<file path="src/rtl/mem_arbiter_rr.sv">
`default_nettype none
// ============================================================================
// Module   : mem_arbiter_rr
// Purpose  : Arbitrates one memory port between I-cache and D-cache line
//            requests. Fixed data priority by default; round-robin between the
//            two requesters when the ARB_RR_EN macro is defined.
// Revision : 1.0 - initial release
// ============================================================================
module mem_arbiter_rr #(
  parameter int LINE_W = 256
) (
  input  logic              clk,
  input  logic              rst,

  input  logic [31:0]       inst_address,
  input  logic              inst_read,
  output logic              inst_resp,
  output logic [LINE_W-1:0] inst_rdata,

  input  logic [31:0]       data_address,
  input  logic [LINE_W-1:0] data_wdata,
  input  logic              data_read,
  input  logic              data_write,
  output logic              data_resp,
  output logic [LINE_W-1:0] data_rdata,

  output logic [31:0]       mem_address,
  output logic              mem_read,
  output logic              mem_write,
  output logic [LINE_W-1:0] mem_line_write,
  input  logic [LINE_W-1:0] mem_line_read,
  input  logic              mem_resp,

  output logic              arb_busy
);

  typedef enum logic [1:0] {
    S_IDLE    = 2'd0,
    S_INST    = 2'd1,
    S_DATA    = 2'd2,
    S_RECOVER = 2'd3
  } state_t;

  localparam logic OWNER_INST = 1'b0;
  localparam logic OWNER_DATA = 1'b1;

  state_t              state_q, state_d;
  logic                last_grant_q, last_grant_d;
  logic [31:0]         addr_q, addr_d;
  logic [LINE_W-1:0]   wdata_q, wdata_d;
  logic                rd_q, rd_d;
  logic                wr_q, wr_d;

  logic                data_req;
  logic                grant_data;

  assign data_req = data_read | data_write;

`ifdef ARB_RR_EN
  // Data wins a tie only if instruction side owned the previous grant.
  assign grant_data = data_req & (~inst_read | (last_grant_q == OWNER_INST));
`else
  assign grant_data = data_req;
`endif

  always_comb begin
    state_d      = state_q;
    last_grant_d = last_grant_q;
    addr_d       = addr_q;
    wdata_d      = wdata_q;
    rd_d         = rd_q;
    wr_d         = wr_q;
    case (state_q)
      S_IDLE: begin
        if (grant_data) begin
          state_d      = S_DATA;
          last_grant_d = OWNER_DATA;
          addr_d       = data_address;
          wdata_d      = data_wdata;
          // A simultaneous read+write is serviced as a write only.
          wr_d         = data_write;
          rd_d         = data_read & ~data_write;
        end else if (inst_read) begin
          state_d      = S_INST;
          last_grant_d = OWNER_INST;
          addr_d       = inst_address;
          wdata_d      = '0;
          wr_d         = 1'b0;
          rd_d         = 1'b1;
        end
      end
      S_INST, S_DATA: begin
        if (mem_resp) begin
          state_d = S_RECOVER;
          addr_d  = '0;
          wdata_d = '0;
          rd_d    = 1'b0;
          wr_d    = 1'b0;
        end
      end
      S_RECOVER: state_d = S_IDLE;
      default:   state_d = S_IDLE;
    endcase
  end

  always_ff @(posedge clk) begin
    if (!rst) begin
      state_q      <= S_IDLE;
      last_grant_q <= OWNER_INST;
      addr_q       <= '0;
      wdata_q      <= '0;
      rd_q         <= 1'b0;
      wr_q         <= 1'b0;
    end else begin
      state_q      <= state_d;
      last_grant_q <= last_grant_d;
      addr_q       <= addr_d;
      wdata_q      <= wdata_d;
      rd_q         <= rd_d;
      wr_q         <= wr_d;
    end
  end

  assign mem_address    = addr_q;
  assign mem_read       = rd_q;
  assign mem_write      = wr_q;
  assign mem_line_write = wdata_q;
  assign arb_busy       = (state_q != S_IDLE);

  assign inst_resp  = (state_q == S_INST) & mem_resp;
  assign data_resp  = (state_q == S_DATA) & mem_resp;
  assign inst_rdata = inst_resp ? mem_line_read : '0;
  assign data_rdata = data_resp ? mem_line_read : '0;

endmodule
`default_nettype wire

</file>
<file path="config.mk">
export PLATFORM = sky130hd
export DESIGN_NAME = mem_arbiter_rr
export DESIGN_NICKNAME = d
export VERILOG_FILES = /design/src/rtl/mem_arbiter_rr.sv
export SDC_FILE = /design/constraint.sdc
export NUM_CORES = 1
export LEC_CHECK = 0
export ABC_CLOCK_PERIOD_IN_PS = 4700
export CAP_MARGIN = 20
export CORE_AREA = 2 2 546 548
export CTS_BUF_LIST = sky130_fd_sc_hd__clkbuf_16
export DETAILED_ROUTE_END_ITERATION = 10
export DIE_AREA = 0 0 548 550
export PLACE_DENSITY = 0.3
export SLEW_MARGIN = 20
export SYNTH_ARGS = -nofsm -noshare
export SYNTH_HDL_FRONTEND = slang
export SYNTH_SLANG_ARGS = --single-unit
</file>
<file path="constraint.sdc">
create_clock -name clk -period 4.7 [get_ports clk]
set_clock_uncertainty 0.05 [all_clocks]
set_input_delay 0.94 -clock clk [delete_from_list [all_inputs] [get_ports clk]]
set_output_delay 0.94 -clock clk [all_outputs]
set_load 0.02 [all_outputs]
</file>
==> run_results.csv <==
group,metric,value,unit
power,peakVddDrop,0.3308,mV
sta,timing_max_transition_violations_final,0,
sta,min_period,4.324,ns
final_layout,drive_gt1_share,4.361,%
sta,report.final.setup_viol,0,
sta,final_critical_path_setup_slack,0.3759,ns
synthesis,synth.distinct_cells,25,
run_status,result_of_the_run,"completed",
setup_path,worstPathRequired,3.71,ns
sta,relSlewSlack,39.92,%
drt,wl_final,162400,µm
sta,post-route-period-util,92.00,%
synthesis,avgSynthCellArea,9.615,µm²
synthesis,syn_area,12850,µm²
drt,vias_per_cell,2.614,
setup_path,reg2reg_setup_slack,1.85,ns
sta,final-hold-violation-count,0,
hold_path,holdPathEnd,"mem_address[7]$_SDFFE_PN0P_",
clocking,path_clk_slew,0.06,ns
final_layout,area.growth.synth_to_final,155.4,%
power,power.static_leakage,12.60,nW
die,initial_core_util,4.350,%
grt,grt_first_pass_wirelength,201800,µm
drt,wire_per_inst,24.55,µm
setup_path,critical-path-top-delay-family,"buffers and inverters",
clocking,cts_max_path_buffers,3,
die,top_level_ports,1387,
drt,vias,17293,
synthesis,yosysTopAreaCell,"sky130_fd_sc_hd__dfxtp_1",
setup_path,critical-path-max-stage-delay,0.68,ns
die,vertical_die_dimension,550,µm
setup_path,r2r_end,"mem_line_write[126]$_SDFFE_PN0P_",
clocking,postCtsResizedCells,0,
setup_path,worst-endpoint-arrival,3.33,ns
setup_path,critical_path.endpoint_type,"primary output",
setup_path,crit_path_cell_trace,"inv_1 -> ha_4 -> buf_4 -> and3_1 -> clkdlybuf4s50_1",
synthesis,ys.warnings.count,0,
setup_path,critical_path_origin,"state_q[1]$_SDFFE_PN0P_",
setup_path,r2r_cells,7,
grt,global_route.usage.total,10.21,%
drt,drt_iter0_markers,983,
hold_path,hold_start,"mem_address[7]$_SDFFE_PN0P_",
power,power.share.clock,19.8,%
setup_path,cp_slowest_cell,"sky130_fd_sc_hd__clkdlybuf4s50_1",
drt,detail-route-antenna-nets,0,
grt,number_of_global_route_vias_before_repair,17478,
power,power-per-cell-area,483.0,nW/µm²
clocking,cts-root-buf,"sky130_fd_sc_hd__clkbuf_16",
setup_path,critPathLaunchType,"flop",
die,core.rowCount,200,
placement,pre_cts_slack,0.8391,ns
job,cap_viol_max_count,0,
setup_path,crit-reg2reg-launch,"state_q[1]$_SDFFE_PN0P_",
hold_path,worst_hold_path_type,"flop to flop",
setup_path,critical_path_class,"flop to primary output",
setup_path,critical_path.max_fanout,52,
clocking,numCtsBuffers,39,
clocking,post_cts_hold_buffer_count,0,
power,p_seq_share,24.1,%
hold_path,hold-path-cell-count,1,
grt,globalRoute.totalOverflow,0,
clocking,clk_latency,0.60,ns
die,die_area,301400,µm²
clocking,cts_sinks,292,
final_layout,finish.net_count,3216,
placement,port_buffers,1386,
synthesis,mappedNetlistNets,1923,
clocking,maximum_level_of_the_cts_h_tree,2,
synthesis,yosys_register_bits,292,
clocking,cts_tree,"done",
power,power_switching_share,44.00,%
sta,rsz0062_at_grt,"false",
setup_path,critical_path.n_buffers_inverters,3,
drt,drc,0,
power,combinationalPowerShare,56.0,%
placement,gp_congestion,0.8284,
sta,tightestPinTransition,0.9012,ns
die,horizontal_extent_of_the_die,548,µm
grt,pin_count_of_the_biggest_net_entering_global_routing,103,
placement,dp_hpwl,142600,µm
final_layout,fillerInstances,33963,
synthesis,synth-seq-area-share,45.47,%
power,total_switching_power,6.976,mW
drt,dr.pass1.iters,5,
synthesis,number_of_cells_produced_by_synthesis,1337,
power,p_total,15.85,mW
power,intPower,8.879,mW
synthesis,top_cell_type_s_share_of_synthesized_area,45.47,%
clocking,postCtsSetupRepairBufs,0,
sta,max_freq,231.3,MHz
final_layout,footprint_of_the_multi_input_gates,6310,µm²
grt,antenna_found_initial,128,
final_layout,seq_area,5846,µm²
sta,totalNegativeSetupSlack,0,ns
synthesis,synthTopCellsByArea,"sky130_fd_sc_hd__dfxtp_1 45%, sky130_fd_sc_hd__and3_1 25%, sky130_fd_sc_hd__a22o_1 17%",
die,core_footprint,295500,µm²
==> worst register-to-register path: cells and delay by family, from the launching register on <==
family          cells  cell delay (ns)
simple gates        1             0.63
compound gates      2             0.71
fa+ha+maj           1             0.33
flops               1             0.33
buf+inv             3             0.76
==> kinds of logic (layout without fill, tap and decap cells) <==
family,Yosys count,count (layout),share of synthesized area (%)
DFF,292,292,45.47
and+or+nand+nor,526,526,25.52
other,0,16,0
adders and majority gates,4,4,0.3893
buffers and inverters,184,1507,5.743
muxes,36,36,2.813
AOI/OAI and AO/OA,295,295,20.06
==> per-stage QoR <==
stage	instances	util, %	hold WS, ns	instance area (µm²)
after floorplan	1337	-	0.4581	12850
after global placement	6528	10.66	0.3981	31490
after detailed placement	6528	10.66	0.3968	31490
after CTS	6599	11.09	0.4139	32790
after global routing	6604	11.10	0.4239	32800
final	6615	11.11	0.4102	32830
==> power groups by stage <==
stage | logic [mW] | clock network (mW) | registers (mW)
CTS | 9.13 | 3.34 | 3.84
floorplan | 2.87 | 0 | 4.76
finish | 8.89 | 3.15 | 3.82
global placement | 9.18 | 0 | 3.86
detailed placement | 9.10 | 0 | 3.84
global route | 9.50 | 3.39 | 3.93
==> synth_stat cells, drive strengths merged <==
| master | n |
|---|---|
| nor3 | 2 |
| and2 | 2 |
| a31o | 1 |
| mux2 | 1 |
| nand3b | 1 |
| or3 | 2 |
| inv | 4 |
| dfxtp | 292 |
| mux2i | 35 |
| nand2b | 1 |
| nand2 | 4 |
| a21oi | 3 |
| nor2 | 1 |
| a22o | 256 |
| ha | 4 |
| o2bb2ai | 32 |
| buf | 30 |
| a311oi | 1 |
| clkbuf | 150 |
| o21ai | 1 |
| or4b | 1 |
| and3 | 512 |
| a211oi | 1 |
==> flip-flops by register name (all words and copies together) (netlist names) <==
name and cells:
mem_address 32, mem_read 1, mem_write 1, mem_line_write 256, state_q 2
==> area by class of cell <==
cell class                      count  share of cell area [%]
Sequential cell                   292                   17.81
Multi-Input combinational cell    861                   19.22
Inverter                            4                 0.04574
Antenna cell                       16                  0.1220
Clock inverter                     32                  0.9758
Timing Repair Buffer             1432                   43.84
Tap cell                         3939                   15.01
Clock buffer                       39                   2.973
==> per-layer routing <==
| layer | track usage (%) | part of all wire (%) |
|---|---|---|
| met1 | 12.06 | 41 |
| met2 | 17.23 | 47 |
| met3 | 4.131 | 10 |
| met4 | 2.185 | 2.7 |
| met5 | 0 | 0.022 |
==> worst max-delay path by stage <==
stage / endpoint / depth (start not counted) / slack, ns
floorplan: data_rdata[0] / 4 / 1.76
global placement: inst_rdata[7] / 4 / 0.85
detailed placement: inst_rdata[7] / 5 / 0.84
CTS: inst_rdata[7] / 5 / 0.14
global route: inst_rdata[7] / 5 / 0.19
finish: inst_rdata[7] / 5 / 0.38
==> cells in the final DEF (no fill, tap or decap), types with 3 or more instances in the layout <==
| master | synthesis | routed |
|---|---|---|
| sky130_fd_sc_hd__mux2i_1 | 35 | 35 |
| sky130_fd_sc_hd__clkbuf_16 | 0 | 39 |
| sky130_fd_sc_hd__a22o_1 | 256 | 256 |
| sky130_fd_sc_hd__clkinv_2 | 0 | 8 |
| sky130_fd_sc_hd__dfxtp_1 | 292 | 292 |
| sky130_fd_sc_hd__bufinv_16 | 0 | 5 |
| sky130_fd_sc_hd__inv_1 | 4 | 8 |
| sky130_fd_sc_hd__clkinv_1 | 0 | 9 |
| sky130_fd_sc_hd__inv_6 | 0 | 3 |
| sky130_fd_sc_hd__and3_1 | 512 | 512 |
| sky130_fd_sc_hd__nand2_1 | 4 | 4 |
| sky130_fd_sc_hd__diode_2 | 0 | 16 |
| sky130_fd_sc_hd__buf_4 | 4 | 35 |
| sky130_fd_sc_hd__clkdlybuf4s50_1 | 0 | 1382 |
| sky130_fd_sc_hd__o2bb2ai_1 | 32 | 32 |
| sky130_fd_sc_hd__buf_12 | 0 | 14 |
(Power assumes the default switching activity.)
